`src/rtl/line_mem_arbiter_pkg.sv`:
```
// mem_arb_pkg: shared types, width defaults and tie-break function for line_mem_arbiter
package mem_arb_pkg;
  localparam int unsigned ADDR_W_DEF = 32;
  localparam int unsigned LINE_W_DEF = 256;
  typedef enum logic [1:0] {IDLE, SERVE_I, SERVE_D} arb_state_t;
  typedef enum logic {REQ_I, REQ_D} req_id_t;
  typedef struct packed {
    logic [ADDR_W_DEF-1:0] addr;
    logic [LINE_W_DEF-1:0] wdata;
    logic                  is_write;
  } line_req_t;
  function automatic req_id_t pick_grant(input logic i_pend, input logic d_pend, input req_id_t last, input logic d_prio);
    return !i_pend ? REQ_D : !d_pend ? REQ_I : d_prio ? REQ_D : (last == REQ_I ? REQ_D : REQ_I);
  endfunction
endpackage

```
`src/rtl/line_mem_arbiter.sv`:
```
// line_mem_arbiter: shares one cacheline memory port between I-cache and D-cache, round-robin or D-priority
module line_mem_arbiter
  import mem_arb_pkg::*;
#(
  parameter int unsigned ADDR_W = ADDR_W_DEF,
  parameter int unsigned LINE_W = LINE_W_DEF,
  parameter bit          D_PRIO = 1'b0
) (
  input  logic              clk,
  input  logic              rst,
  input  logic [ADDR_W-1:0] i_addr,
  input  logic              i_read,
  input  logic              i_write,
  input  logic [LINE_W-1:0] i_wdata,
  output logic [LINE_W-1:0] i_rdata,
  output logic              i_resp,
  input  logic [ADDR_W-1:0] d_addr,
  input  logic              d_read,
  input  logic              d_write,
  input  logic [LINE_W-1:0] d_wdata,
  output logic [LINE_W-1:0] d_rdata,
  output logic              d_resp,
  output logic [ADDR_W-1:0] mem_addr,
  output logic              mem_read,
  output logic              mem_write,
  output logic [LINE_W-1:0] mem_wdata,
  input  logic [LINE_W-1:0] mem_rdata,
  input  logic              mem_resp,
  output logic [31:0]       grant_cnt_i,
  output logic [31:0]       grant_cnt_d
);
  arb_state_t        state_q, state_d;
  req_id_t           last_q, last_d, pick;
  logic [ADDR_W-1:0] addr_q, addr_d;
  logic [LINE_W-1:0] wdata_q, wdata_d;
  logic              wr_q, wr_d;
  logic [31:0]       cnt_i_q, cnt_i_d, cnt_d_q, cnt_d_d;
  logic              i_pend, d_pend, grant, serving;
  always_comb begin
    i_pend = i_read | i_write;
    d_pend = d_read | d_write;
    pick = pick_grant(i_pend, d_pend, last_q, D_PRIO);
    grant = state_q == IDLE && (i_pend || d_pend);
    serving = state_q != IDLE;
    state_d = grant ? (pick == REQ_D ? SERVE_D : SERVE_I) : (serving && mem_resp ? IDLE : state_q);
    last_d = grant ? pick : last_q;
    addr_d = grant ? (pick == REQ_D ? d_addr : i_addr) : addr_q;
    wdata_d = grant ? (pick == REQ_D ? d_wdata : i_wdata) : wdata_q;
    wr_d = grant ? (pick == REQ_D ? d_write : i_write) : wr_q;
    cnt_i_d = cnt_i_q + 32'(grant && pick == REQ_I);
    cnt_d_d = cnt_d_q + 32'(grant && pick == REQ_D);
    mem_read = serving && !wr_q;
    mem_write = serving && wr_q;
    mem_addr = serving ? addr_q : '0;
    mem_wdata = serving ? wdata_q : '0;
    i_resp = state_q == SERVE_I && mem_resp;
    d_resp = state_q == SERVE_D && mem_resp;
    i_rdata = i_resp && !wr_q ? mem_rdata : '0;
    d_rdata = d_resp && !wr_q ? mem_rdata : '0;
    grant_cnt_i = cnt_i_q;
    grant_cnt_d = cnt_d_q;
  end
  always_ff @(posedge clk) begin
    if (rst) begin
      state_q <= IDLE;
      last_q <= REQ_I;
      addr_q <= '0;
      wdata_q <= '0;
      wr_q <= 1'b0;
      cnt_i_q <= '0;
      cnt_d_q <= '0;
    end else begin
      state_q <= state_d;
      last_q <= last_d;
      addr_q <= addr_d;
      wdata_q <= wdata_d;
      wr_q <= wr_d;
      cnt_i_q <= cnt_i_d;
      cnt_d_q <= cnt_d_d;
    end
  end
  a_i_rw: assert property (@(posedge clk) disable iff (rst) !(i_read && i_write));
  a_d_rw: assert property (@(posedge clk) disable iff (rst) !(d_read && d_write));
  a_idle_resp: assert property (@(posedge clk) disable iff (rst) !(state_q == IDLE && mem_resp));
endmodule

```
`config.mk`:
```
export PLATFORM = sky130hd
export DESIGN_NAME = line_mem_arbiter
export DESIGN_NICKNAME = d
export VERILOG_FILES = /design/src/rtl/line_mem_arbiter_pkg.sv /design/src/rtl/line_mem_arbiter.sv
export SDC_FILE = /design/constraint.sdc
export NUM_CORES = 1
export LEC_CHECK = 0
export BUFFER_PORTS_ARGS = -buffer_cell sky130_fd_sc_hd__buf_2
export CAP_MARGIN = 10
export CORE_AREA = 2 2 667 669
export CTS_CLUSTER_DIAMETER = 150
export DETAILED_ROUTE_END_ITERATION = 10
export DIE_AREA = 0 0 669 671
export GPL_ROUTABILITY_DRIVEN = 1
export MAX_ROUTING_LAYER = met4
export PLACE_DENSITY = 0.3
export SLEW_MARGIN = 15
export SYNTH_ARGS = -nofsm -noshare
export SYNTH_HDL_FRONTEND = slang
export SYNTH_SLANG_ARGS = --single-unit
```
`constraint.sdc`:
```
create_clock -name clk -period 3.65 [get_ports clk]
set_input_delay 0.73 -clock clk [delete_from_list [all_inputs] [get_ports clk]]
set_output_delay 0.73 -clock clk [all_outputs]
set_load 0.005 [all_outputs]
```
Word-level counts from Yosys, hierarchy flattened
Index checks and enable logic that the tools add are counted.
{"block": "totals", "reg_bits": 356}
{"block": "op_classes", "n_eq_ne": 2, "n_bitwise": 3, "muxes": 13, "addsub": 2, "reduce_logical": 15}
{"cell": "two-way mux 256 bit", "count": 4}
{"cell": "adder 32 x 1 -> 32 bit", "count": 2}
{"cell": "two-way mux 32 bit", "count": 2}
{"cell": "logical AND 1 bit", "count": 10}
{"cell": "two-way mux 2 bit", "count": 3}
{"cell": "two-way mux 1 bit", "count": 4}
{"cell": "nonzero test 2 bit", "count": 2}
{"cell": "== test 2 x 1 -> 1 bit, second input constant", "count": 1}
{"cell": "== test 2 bit, second input constant", "count": 1}
{"cell": "zero test 2 bit", "count": 1}
{"cell": "OR 1 bit", "count": 2}
{"cell": "zero test 1 bit", "count": 1}
{"cell": "logical OR 1 bit", "count": 1}
{"cell": "NOT 1 bit", "count": 1}

Depth between registers and ports, before layout
Gate-level depths: netlist of run 1.
{"block": "depth", "depth_word": 6, "mapped_depth": 11, "depth_no_buf": 8}

Worst setup path before layout of run 1
OpenSTA, ideal clock, no wires.
{"block": "synth_timing", "kind": "in2reg", "start": "input port d_write", "end": "register cnt_i_q[26] (netlist: grant_cnt_i[26])", "slack_ns": 0.277, "arrival_ns": 3.302, "path_stages": 11, "cell_sequence": "nor2_1 -> o211a_1 -> clkbuf_1 -> clkbuf_1 -> ha_1 -> ha_1 -> and4_1 -> clkbuf_1 -> nand4_1 -> or4_1 -> a21oi_1"}
{"block": "synth_via", "elab_chain_len": 6}
{"element": "from (decl)", "line_no": "line_mem_arbiter.sv:19", "rtl": "input logic d_write,"}
{"element": "OR 1 bit (*)", "line_no": "line_mem_arbiter.sv:41", "rtl": "d_pend = d_read | d_write;"}
{"element": "two-way mux 1 bit (2 in series)", "line_no": "line_mem_arbiter_pkg.sv:13", "rtl": "return !i_pend ? REQ_D : !d_pend ? REQ_I : d_prio ? REQ_D : (last == REQ_I ? REQ_D : REQ_I);"}
{"element": "NOT 1 bit", "line_no": "line_mem_arbiter.sv:50", "rtl": "cnt_i_d = cnt_i_q + 32'(grant && pick == REQ_I);"}
{"element": "logical AND 1 bit (*)", "line_no": "line_mem_arbiter.sv:50"}
{"element": "adder 32 x 1 -> 32 bit (*)", "line_no": "line_mem_arbiter.sv:50"}
{"element": "to (signal assigned)", "line_no": "line_mem_arbiter.sv:78", "rtl": "cnt_i_q <= cnt_i_d;"}
{"element": "to (decl)", "line_no": "line_mem_arbiter.sv:37", "rtl": "logic [31:0] cnt_i_q, cnt_i_d, cnt_d_q, cnt_d_d;"}
Every way passes the cells marked *; elsewhere a longest branch is shown, timed or not.
A chain may end at the register's enable or synchronous reset.

Final worst setup path of run 1
{"block": "layout_timing", "start": "register state_q[1]", "end": "output port mem_wdata[136]"}
{"block": "layout_via", "elab_chain_len": 2}
{"element": "from (decl)", "line_no": "line_mem_arbiter.sv:32", "rtl": "arb_state_t state_q, state_d;"}
{"element": "from (signal assigned)", "line_no": "line_mem_arbiter.sv:73", "rtl": "state_q <= state_d;"}
{"element": "nonzero test 2 bit", "line_no": "line_mem_arbiter.sv:44", "rtl": "serving = state_q != IDLE;"}
{"element": "two-way mux 256 bit", "line_no": "line_mem_arbiter.sv:55", "rtl": "mem_wdata = serving ? wdata_q : '0;"}
{"element": "to (decl)", "line_no": "line_mem_arbiter.sv:26", "rtl": "output logic [LINE_W-1:0] mem_wdata,"}
No other way between the ends.

==> results by group, run 1 <==
Timing
  • Fmax achieved: around 290 MHz
  • Final Max Tran Viols: 0
  • Setup violators final: 0
  • Max-Slew Margin vs Limit: a little over a quarter
  • Final Hold Fails: 0
  • RSZ-0062 raised after global routing: no
  • Worst clock skew: approximately 0.041 ns
  • Setup TNS: 0 ns
  • Worst slew pin tran: about 1.1 ns
  • Period utilization: a little over nine tenths
  • Hold_ws: roughly 0.24 ns
  • Tmin final: between 3 and 4 ns
  • Final worst slack: 0.170 ns

Yosys
  • Xor/xnor share of the synthesized area: 1.03%
  • Cells after Synth: around 2200
  • Combinational family with the most area after synthesis: simple AND/OR/NAND/NOR gates
  • Simple-Gate Fraction of Synth Area: roughly 37%
  • Syn_nets: slightly above 3000
  • Register bit count reported by yosys: approximately 360
  • Synth Area per Inst: approximately 8.4 sq um
  • Post-synthesis mux area share: less than 1%
  • Cell Area, Synth: about 19000 sq um
  • Adder and majority gate portion of the synthesized area: 0.333%
  • Warnings from Yosys: 0
  • Register area share after synthesis: between 30 and 40%
  • Compound-cell area share of the yosys netlist: a little under a fifth
  • Synth unique cells: 34

Finish
  • Final #Nets: approximately 4700
  • Most frequent cells in the layout: 1666 x buf_2, 515 x and2_1, 354 x dfxtp_1, 319 x nor2_1, 295 x nor2b_1
  • Fin area: 37000 sq um
  • Share of cells above drive strength 1: between 40% and 50%
  • Commonest non-fill, non-tap cell in the layout: buf_2
  • Final Util: 8.39%
  • Area delta synth->final: 97.2%

Floorplanning
  • Cell Rows: roughly 240
  • Full die area: around 450000 sq um
  • Die Y-Extent: ~670 microns
  • Die X: ~670 microns
  • Starting Density: roughly 4.3%
  • Core ar.: 441000 sq um
  • Number of I/O pins: 1707

Placement
  • Post-DP Area: about 35000 sq um
  • Routability Congestion: ~0.94
  • Detail Placement HPWL: 284000 microns
  • PortBufs: 1706
  • Pre-CTS WS: 0.231 ns

Global routing
  • Antenna violations before repair: ~210
  • GR Layer Usage met2: between 20% and 30%
  • GRT met3 Usage: under 10%
  • First-pass GRT wire length: about 370000 microns
  • Largest net degree at the start of global routing: about 150
  • GRT busiest layer: met2
  • GR Util met1: approximately 14%
  • GRT Total Usage: 13.9%
  • Total grt overflow: 0
  • Vias in the first global route: 25000

Power and ir drop
  • NetSw: roughly 6100 uW
  • Seq pwr share: a little under a third
  • Clock share of power: between 30 and 40%
  • Comb power frac: around a third
  • Switching share of power: between 40% and 50%
  • LEAKAGE: 0.0160 uW
  • Worst VDD drop: 0.396 mV
  • Pint: between 9000 and 10000 uW
  • PwrDens: 412 nW/um^2

Detailed routing
  • Drt via density: around 2.7
  • Drt first pass iters: 11
  • Initial drt markers: 3113
  • Routed length per instance: between 30 and 40 microns
  • Final ANT Viol Nets: 0
  • Via count: 26325
  • Detailed Route WL: 319000 microns
  • DRC viols: 1

Worst setup path
  • R2R setup slack: between 1 and 1.5 ns
  • Worst Path Arrival: ~2.8 ns
  • Crit Path Class: register to output port
  • Worst Path Max Fanout: 40
  • Crit end category: output port
  • R2R cell count: 9
  • Crit start category: register
  • Reg2reg end: grant_cnt_i[22]
  • Crit path required time: 2.92 ns
  • Worst r2r src: state_q[1]

Clocking
  • Clock transition at path regs: roughly 0.06 ns
  • Clk sinks: between 300 and 400
  • CTS tree: built
  • Worst skew pair latency: roughly 0.72 ns
  • Max Root-Sink Buffers: 3
  • Total CTS buffers: between 50 and 60
  • CTS H-tree depth: 2
  • CTS root buffer: clkbuf_16

Worst hold path
  • Min-Delay Startpoint: i_wdata[187]
  • Hold Path Class: input pin to register
  • Hold EP: wdata_q[187]
  • WHS Path Cells: 3

Status
  • Outcome: complete, but fails checks
  • Failing checks: DRC

Job
  • Max cap viols: 0
-- per-layer routing --
metal  vias up  routed length, microns
met5         -                       0
li1      11335                       -
met4         0                    9970
met2      1655                  165000
met1     12942                  109000
met3       393                   34500
-- flip-flops by register name, indices dropped and copies added, names as in the netlist --
register	cells
addr_q	32
last_q	1
grant_cnt_d	32
state_q	2
wdata_q	256
grant_cnt_i	32
wr_q	1
-- cells by family (layout without fill, tap and decap cells) --
logic type                 after synthesis  in the layout
and+or+nand+nor                       1252           1252
AOI/OAI and AO/OA                      367            367
DFF                                    356            356
buffers and inverters                  241           1860
xor gates and xnor gates                22             22
adders and majority gates                5              5
muxes                                    2              2
other                                    0             67
-- cells in the mapped netlist --
master     count  area [sq um]
or2_2          1          6.26
o31a_1         3          26.3
xor2_1        20           175
nor3_1         1          5.00
nand4_1       19           119
and2_1       515          3220
and4_1        10          87.6
or2_1          1          6.26
nor2b_1      296          1850
nand2_1       25          93.8
a2111oi_4      1          27.5
o21ai_0       10          50.1
o21a_1         3          22.5
xnor2_1        2          17.5
o31ai_1       23           173
nor4_1         5          31.3
ha_1           5          62.6
a21oi_1       35           175
o41ai_1        1          8.76
or3_1         10          62.6
nand3_1       18          90.1
nor3b_1        1          7.51
o311ai_0       1          8.76
nor2_1       320          1200
buf_1          4          15.0
o211a_1        1          10.0
dfxtp_1      356          7130
inv_1          5          18.8
a222oi_1     289          2890
and3_1         8          50.1
or4_1         22           165
clkbuf_1     178           668
mux2_2         2          22.5
buf_2         54           270
-- worst max path at each step --
stage | startpoint | end | slack [ns] | depth (start not counted)
floorplan | d_write | grant_cnt_i[26] | 0.28 | 11
global placement | i_write | grant_cnt_d[24] | 0.17 | 10
detailed placement | i_write | grant_cnt_d[28] | 0.23 | 10
CTS | state_q[1] | mem_wdata[136] | 0.04 | 6
global route | state_q[1] | mem_wdata[136] | 0.008 | 6
finish | state_q[1] | mem_wdata[136] | 0.17 | 6
-- cell type report --
type | instances | area [sq um]
timing repair buffer | 1765 | 9870
clock inverter | 15 | 248
antenna | 67 | 168
inverter | 5 | 18.8
tap | 5904 | 7390
fill | 52098 | 404000
multi-input combinational | 1648 | 10700
clock buffer | 75 | 1480
sequential | 356 | 7130
-- critical path, cell delays in order, from the launching register on --
cell,delay (ns)
dfxtp_1,0.30
buf_4,0.16
nor2_4,0.20
buf_12,0.29
buf_4,0.46
nor2b_1,0.27
buf_2,0.20
-- power groups by stage --
stage               sequential (uW)  combinational (uW)  clock, uW
detailed placement             4820                5270          0
CTS                            4740                5300       5690
global placement               4830                5290          0
global route                   4780                5540       5790
floorplan                      4590                2070          0
finish                         4730                5100       5400
-- metrics by stage --
stage,total power (uW),std cells
2_1_floorplan,6660,2245
3_3_place_gp,10100,9677
3_5_place_dp,10100,9677
4_1_cts,15700,9768
5_1_grt,16100,9805
6_report,15200,9835
-- timing repair --
item,in CTS,in global routing
endpoints found under the setup margin,41,0
hold buffers,0,0
setup buffers,0,0
gates resized for setup,4,0
Power figures use the tool's default switching activity.
==> inputs of run 2 (changes only) <==
- ABC_AREA: default -> 1
- CORE_AREA: 2 2 667 669 -> 2 2 673 675
- DIE_AREA: 0 0 669 671 -> 0 0 675 677
- PLACE_DENSITY: 0.3 -> 0.31
==> run 2 against run 1 <==
Against the previous run: the run now fails in detailed routing; global-route usage up 0.64 points; synthesized cell count up 99%; area after synthesis up 27%.
==> results by group, run 2 <==
Clocking
  • Max Root-Sink Buffers: 3 (unchanged)
  • CTS H-tree depth: 2 (unchanged)
  • Hold_buf cts: 0 (unchanged)
  • Clk sinks: 356 (unchanged)
  • CTS root buffer: clkbuf_16
  • Total CTS buffers: 58 (+9.4%)

Placement
  • PortBufs: 1706 (unchanged)
  • Routability Congestion: 0.909 (-3.7%)
  • Post-DP Area: 39500 sq um (+13%)
  • Detail Placement HPWL: 292000 microns (+2.9%)

Floorplanning
  • Number of I/O pins: 1707 (unchanged)
  • Starting Density: 5.28% (+1.0 points)
  • Die Y-Extent: 677 microns (+0.89%)
  • Cell Rows: 247 (+1.2%)
  • Die X: 675 microns (+0.90%)

Yosys
  • Top FF cell, synth: dfxtp_1
  • Post-synth top area share: 30.0% (-8.0 points)
  • Xor/xnor share of the synthesized area: 0.221% (-0.81 points)
  • Syn_nets: 5301 (+72%)
  • Combinational family with the most area after synthesis: simple AND/OR/NAND/NOR gates
  • Post-synth ARST share: 0% (unchanged)
  • Post-synthesis mux area share: 0% (-0.12 points)
  • Warnings from Yosys: 0 (unchanged)
  • Biggest area consumer among synthesized cells: dfxtp_1
  • Synth unique cells: 28 (-18%)
  • Cells after Synth: 4457 (+99%)
  • Simple-Gate Fraction of Synth Area: 48.6% (+11 points)
  • Top post-synthesis cells by area: dfxtp_1 30%, nor2_1 28%, inv_1 13%, nand2_1 12%, nand4_1 7.2%
  • Adder and majority gate portion of the synthesized area: 0.263% (-0.070 points)
  • Most common library cells after synthesis: 1771 x nor2_1, 853 x inv_1, 766 x nand2_1, 356 x dfxtp_1, 272 x nand4_1
  • Compound-cell area share of the yosys netlist: 1.71% (-16 points)
  • Register area share after synthesis: 30.0% (-8.0 points)
  • Cell Area, Synth: 23800 sq um (+27%)
  • Number of synthesized flops with an enable pin: 0 (unchanged)
  • Synth Area per Inst: 5.33 sq um (-36%)
  • Most frequent cell after synthesis: nor2_1
  • Register bit count reported by yosys: 356 (unchanged)

Global routing
  • First-pass GRT wire length: 409000 microns (+9.9%)
  • Largest net degree at the start of global routing: 148 (-0.67%)
  • GRT Total Usage: 14.5% (+0.64 points)
  • Vias in the first global route: 33595 (+34%)
  • Total grt overflow: 0 (unchanged)
  • Antenna violations before repair: 221 (+6.3%)

Status
  • Error: [ERROR DRT-0255] Maze Route cannot find path of net mem_rdata[93] in worker of routeBox ( 627900 193200 ) ( 675000 241500 ).
  • Halt Stage: detailed routing
  • Outcome: stopped before the end
==> run 2: logic make-up after synthesis <==
logic type | Yosys count
adder cells (fa/ha/maj) | 5
AO/OA/AOI/OAI | 77
flip-flops | 356
buffers and inverters | 1141
XOR/XNOR | 6
AND/OR/NAND/NOR | 2872
==> run 2: per-layer routing <==
layer / GRT usage, %
met1: 15.7
met2: 25.0
met3: 4.59
met4: 5.17
met5: -
==> run 2: through the flow <==
step / std cells / hold WS, ns / worst slack [ns]
floorplan: 4457 / 0.441 / 0.812
global placement: 11926 / 0.461 / 0.0157
detailed placement: 11926 / 0.460 / 0.0512
CTS: 12040 / 0.124 / 0.0945
global route: 12178 / 0.196 / 0.0855
==> run 2: timing repair <==
action | in CTS | in global routing
setup buffers | 7 | 0
endpoints found under the setup margin | 459 | 0
resized for setup | 8 | 0
==> inputs of run 3 (changes only) <==
- CORE_AREA: 2 2 673 675 -> 2 2 667 669
- CTS_CLUSTER_DIAMETER: 150 -> default
- DIE_AREA: 0 0 675 677 -> 0 0 669 671
- MAX_ROUTING_LAYER: met4 -> default
- PLACE_DENSITY: 0.31 -> default
- PLACE_DENSITY_LB_ADDON: default -> 0.15
==> run 3 against run 2 <==
Against the previous run: the flow now finishes without violations; synthesized cell count stayed put; global-route usage is 0.38 points lower; area after synthesis stayed put.
==> results by group, run 3 <==
Status
  • Outcome: finished clean

Clocking
  • Max Root-Sink Buffers: 3 (unchanged)
  • CTS root buffer: clkbuf_16
  • Postcts setup bufs: 0 (-7)
  • Clk sinks: 356 (unchanged)
  • Worst skew pair latency: about 0.75 ns
  • CTS tree: built
  • Clock transition at path regs: 0.07 ns
  • CTS H-tree depth: 2 (unchanged)
  • Hold_buf cts: 0 (unchanged)
  • Total CTS buffers: 57 (-1.7%)

Yosys
  • Top post-synthesis cells by area: dfxtp_1 30%, nor2_1 28%, inv_1 13%, nand2_1 12%, nand4_1 7.2%
  • Synth unique cells: 28 (unchanged)
  • Post-synth top area share: 30.0% (unchanged)
  • Post-synth ARST share: 0% (unchanged)
  • Register area share after synthesis: 30.0% (unchanged)
  • Biggest area consumer among synthesized cells: dfxtp_1
  • Number of synthesized flops with an enable pin: 0 (unchanged)
  • Most frequent cell after synthesis: nor2_1
  • Cells after Synth: 4457 (unchanged)
  • Register bit count reported by yosys: 356 (unchanged)
  • Top FF cell, synth: dfxtp_1
  • Syn_nets: 5301 (unchanged)
  • Synth Area per Inst: 5.33 sq um (unchanged)
  • Most common library cells after synthesis: 1771 x nor2_1, 853 x inv_1, 766 x nand2_1, 356 x dfxtp_1, 272 x nand4_1
  • Cell Area, Synth: 23800 sq um (unchanged)
  • Warnings from Yosys: 0 (unchanged)

Timing
  • Period utilization: between 90% and 100%
  • Hold_ws: a little over 0.3 ns
  • Setup violators final: 0
  • Tmin final: ~3.4 ns
  • Final Hold Fails: 0
  • Fmax achieved: around 300 MHz
  • Worst slew pin tran: ~1 ns
  • Worst clock skew: slightly above 0.08 ns
  • Final Max Tran Viols: 0
  • Setup TNS: 0 ns
  • Max-Slew Margin vs Limit: about a third
  • RSZ-0062 raised after global routing: no

Worst setup path
  • Crit Path Class: register to output port
  • Worst Path Arrival: roughly 2.7 ns
  • Crit path required time: about 3 ns
  • Crit start category: register
  • Crit end category: output port
  • Worst Path Max Fanout: 17

Power and ir drop
  • Comb power frac: 39.3%
  • Worst VDD drop: approximately 0.42 mV
  • LEAKAGE: between 0.02 and 0.025 uW
  • Pint: a little under 10000 uW
  • Seq pwr share: between 20% and 30%
  • Clock share of power: 33.5%
  • Switching share of power: between 40% and 50%
  • PwrDens: 418 nW/um^2
  • NetSw: approximately 7700 uW

Finish
  • Number of flip-flops in the largest register: 256
  • Fin cells: 12229
  • Filler cells: about 53000
  • Fin area: approximately 42000 sq um
  • Commonest non-fill, non-tap cell in the layout: nor2_1
  • Footprint of the multi-input gates: roughly 12000 sq um
  • Share of cells above drive strength 1: 31.5%
  • Biggest register: wdata_q
  • FF/Latch Area: 7130 sq um
  • Most frequent cells in the layout: 1769 x nor2_1, 1703 x buf_2, 853 x inv_1, 764 x nand2_1, 356 x dfxtp_1
  • Final #Nets: 6897
  • Area delta synth->final: 77.3%

Detailed routing
  • Initial drt markers: 1968
  • DRC viols: 0
  • Drt via density: around 2.9
  • Final ANT Viol Nets: 0
  • Detailed Route WL: approximately 330000 microns
  • Via count: ~35000
  • Drt first pass iters: 5
  • Routed length per instance: roughly 27 microns

Floorplanning
  • Core ar.: 441000 sq um
  • Die X: 669 microns (-0.89%)
  • Cell Rows: 244 (-1.2%)
  • Die Y-Extent: 671 microns (-0.89%)
  • Full die area: ~450000 sq um
  • Starting Density: 5.39% (+0.11 points)
  • Number of I/O pins: 1707 (unchanged)

Global routing
  • Antenna violations before repair: 284 (+29%)
  • Largest net degree at the start of global routing: 128 (-14%)
  • GRT Total Usage: 14.2% (-0.38 points)
  • First-pass GRT wire length: 408000 microns (-0.31%)
  • Total grt overflow: 0 (unchanged)
  • Vias in the first global route: 34857 (+3.8%)

Worst hold path
  • Hold Path Class: input pin to register

Placement
  • Post-DP Area: 39600 sq um (+0.25%)
  • Placed insts: 11897 (-0.24%)
  • Routability Congestion: 1.01 (+11%)
  • PortBufs: 1706 (unchanged)
  • Detail Placement HPWL: 286000 microns (-2.1%)

Job
  • Max cap viols: 0
run 3: final cells by class:
| class | instances | share of cell area (%) |
|---|---|---|
| multi-input combinational | 2960 | 28.8 |
| timing repair buffer | 1822 | 23.2 |
| tap | 5904 | 17.5 |
| sequential | 356 | 16.9 |
| inverter | 856 | 7.64 |
| clock buffer | 85 | 3.87 |
| antenna | 230 | 1.37 |
| clock inverter | 16 | 0.671 |
run 3: logic make-up (layout without fill, tap and decap cells):
kind of cell	after synthesis	count (layout)	synth area share, %
AND/OR/NAND/NOR	2872	2872	48.6
buffers and inverters	1141	2779	19.2
flip-flops	356	356	30.0
AO/OA/AOI/OAI	77	77	1.71
XOR/XNOR	6	6	0.221
adder cells (fa/ha/maj)	5	5	0.263
other	0	230	0
run 3: path summary, 6_finish.rpt:
kind,slack (ns),startpoint,depth (start not counted),endpoint
worst max register to register,0.97,state_q[1],16,grant_cnt_d[20]
worst min-delay path,0.30,d_wdata[92],5,wdata_q[92]
worst max-delay path,0.23,state_q[1],8,d_rdata[178]
worst min register to register,0.47,wdata_q[126],2,wdata_q[126]
run 3: power groups by stage:
stage               clock network [uW]  logic, uW  registers, uW
global placement                     0       7220           4900
finish                            5890       6910           4800
detailed placement                   0       7160           4880
floorplan                            0       3390           4730
global route                      6280       7700           4870
CTS                               6260       7200           4800
run 3: stage by stage:
stage               utilization, %  worst slack, ns  total power (uW)
floorplan                        -            0.812              8120
global placement              8.98           0.0295             12100
detailed placement            8.98           0.0534             12000
CTS                           9.42           0.0209             18300
global route                  9.52          0.00289             18800
finish                        9.55            0.230             17600
run 3: critical path, stage by stage, from the launching register on:
cell and delay [ns]:
dfxtp_1 0.43, nand2_1 0.09, nor2_2 0.18, buf_4 0.18, nand2_8 0.14, buf_4 0.36, nor2_1 0.18, buf_4 0.16
buf_2 0.11
run 3: layer usage:
layer	up-vias	track usage [%]	routed length, microns
met5	-	0	567
met4	90	5.72	13900
met3	514	3.68	24400
met2	1502	26.1	172000
met1	16509	15.2	123000
li1	16467	-	-
run 3: repair_timing:
| action | in CTS | in global routing |
|---|---|---|
| gates cloned | 0 | 1 |
| setup endpoints to repair | 133 | 13 |
| pin swaps | 0 | 0 |
| gates resized for setup | 3 | 5 |
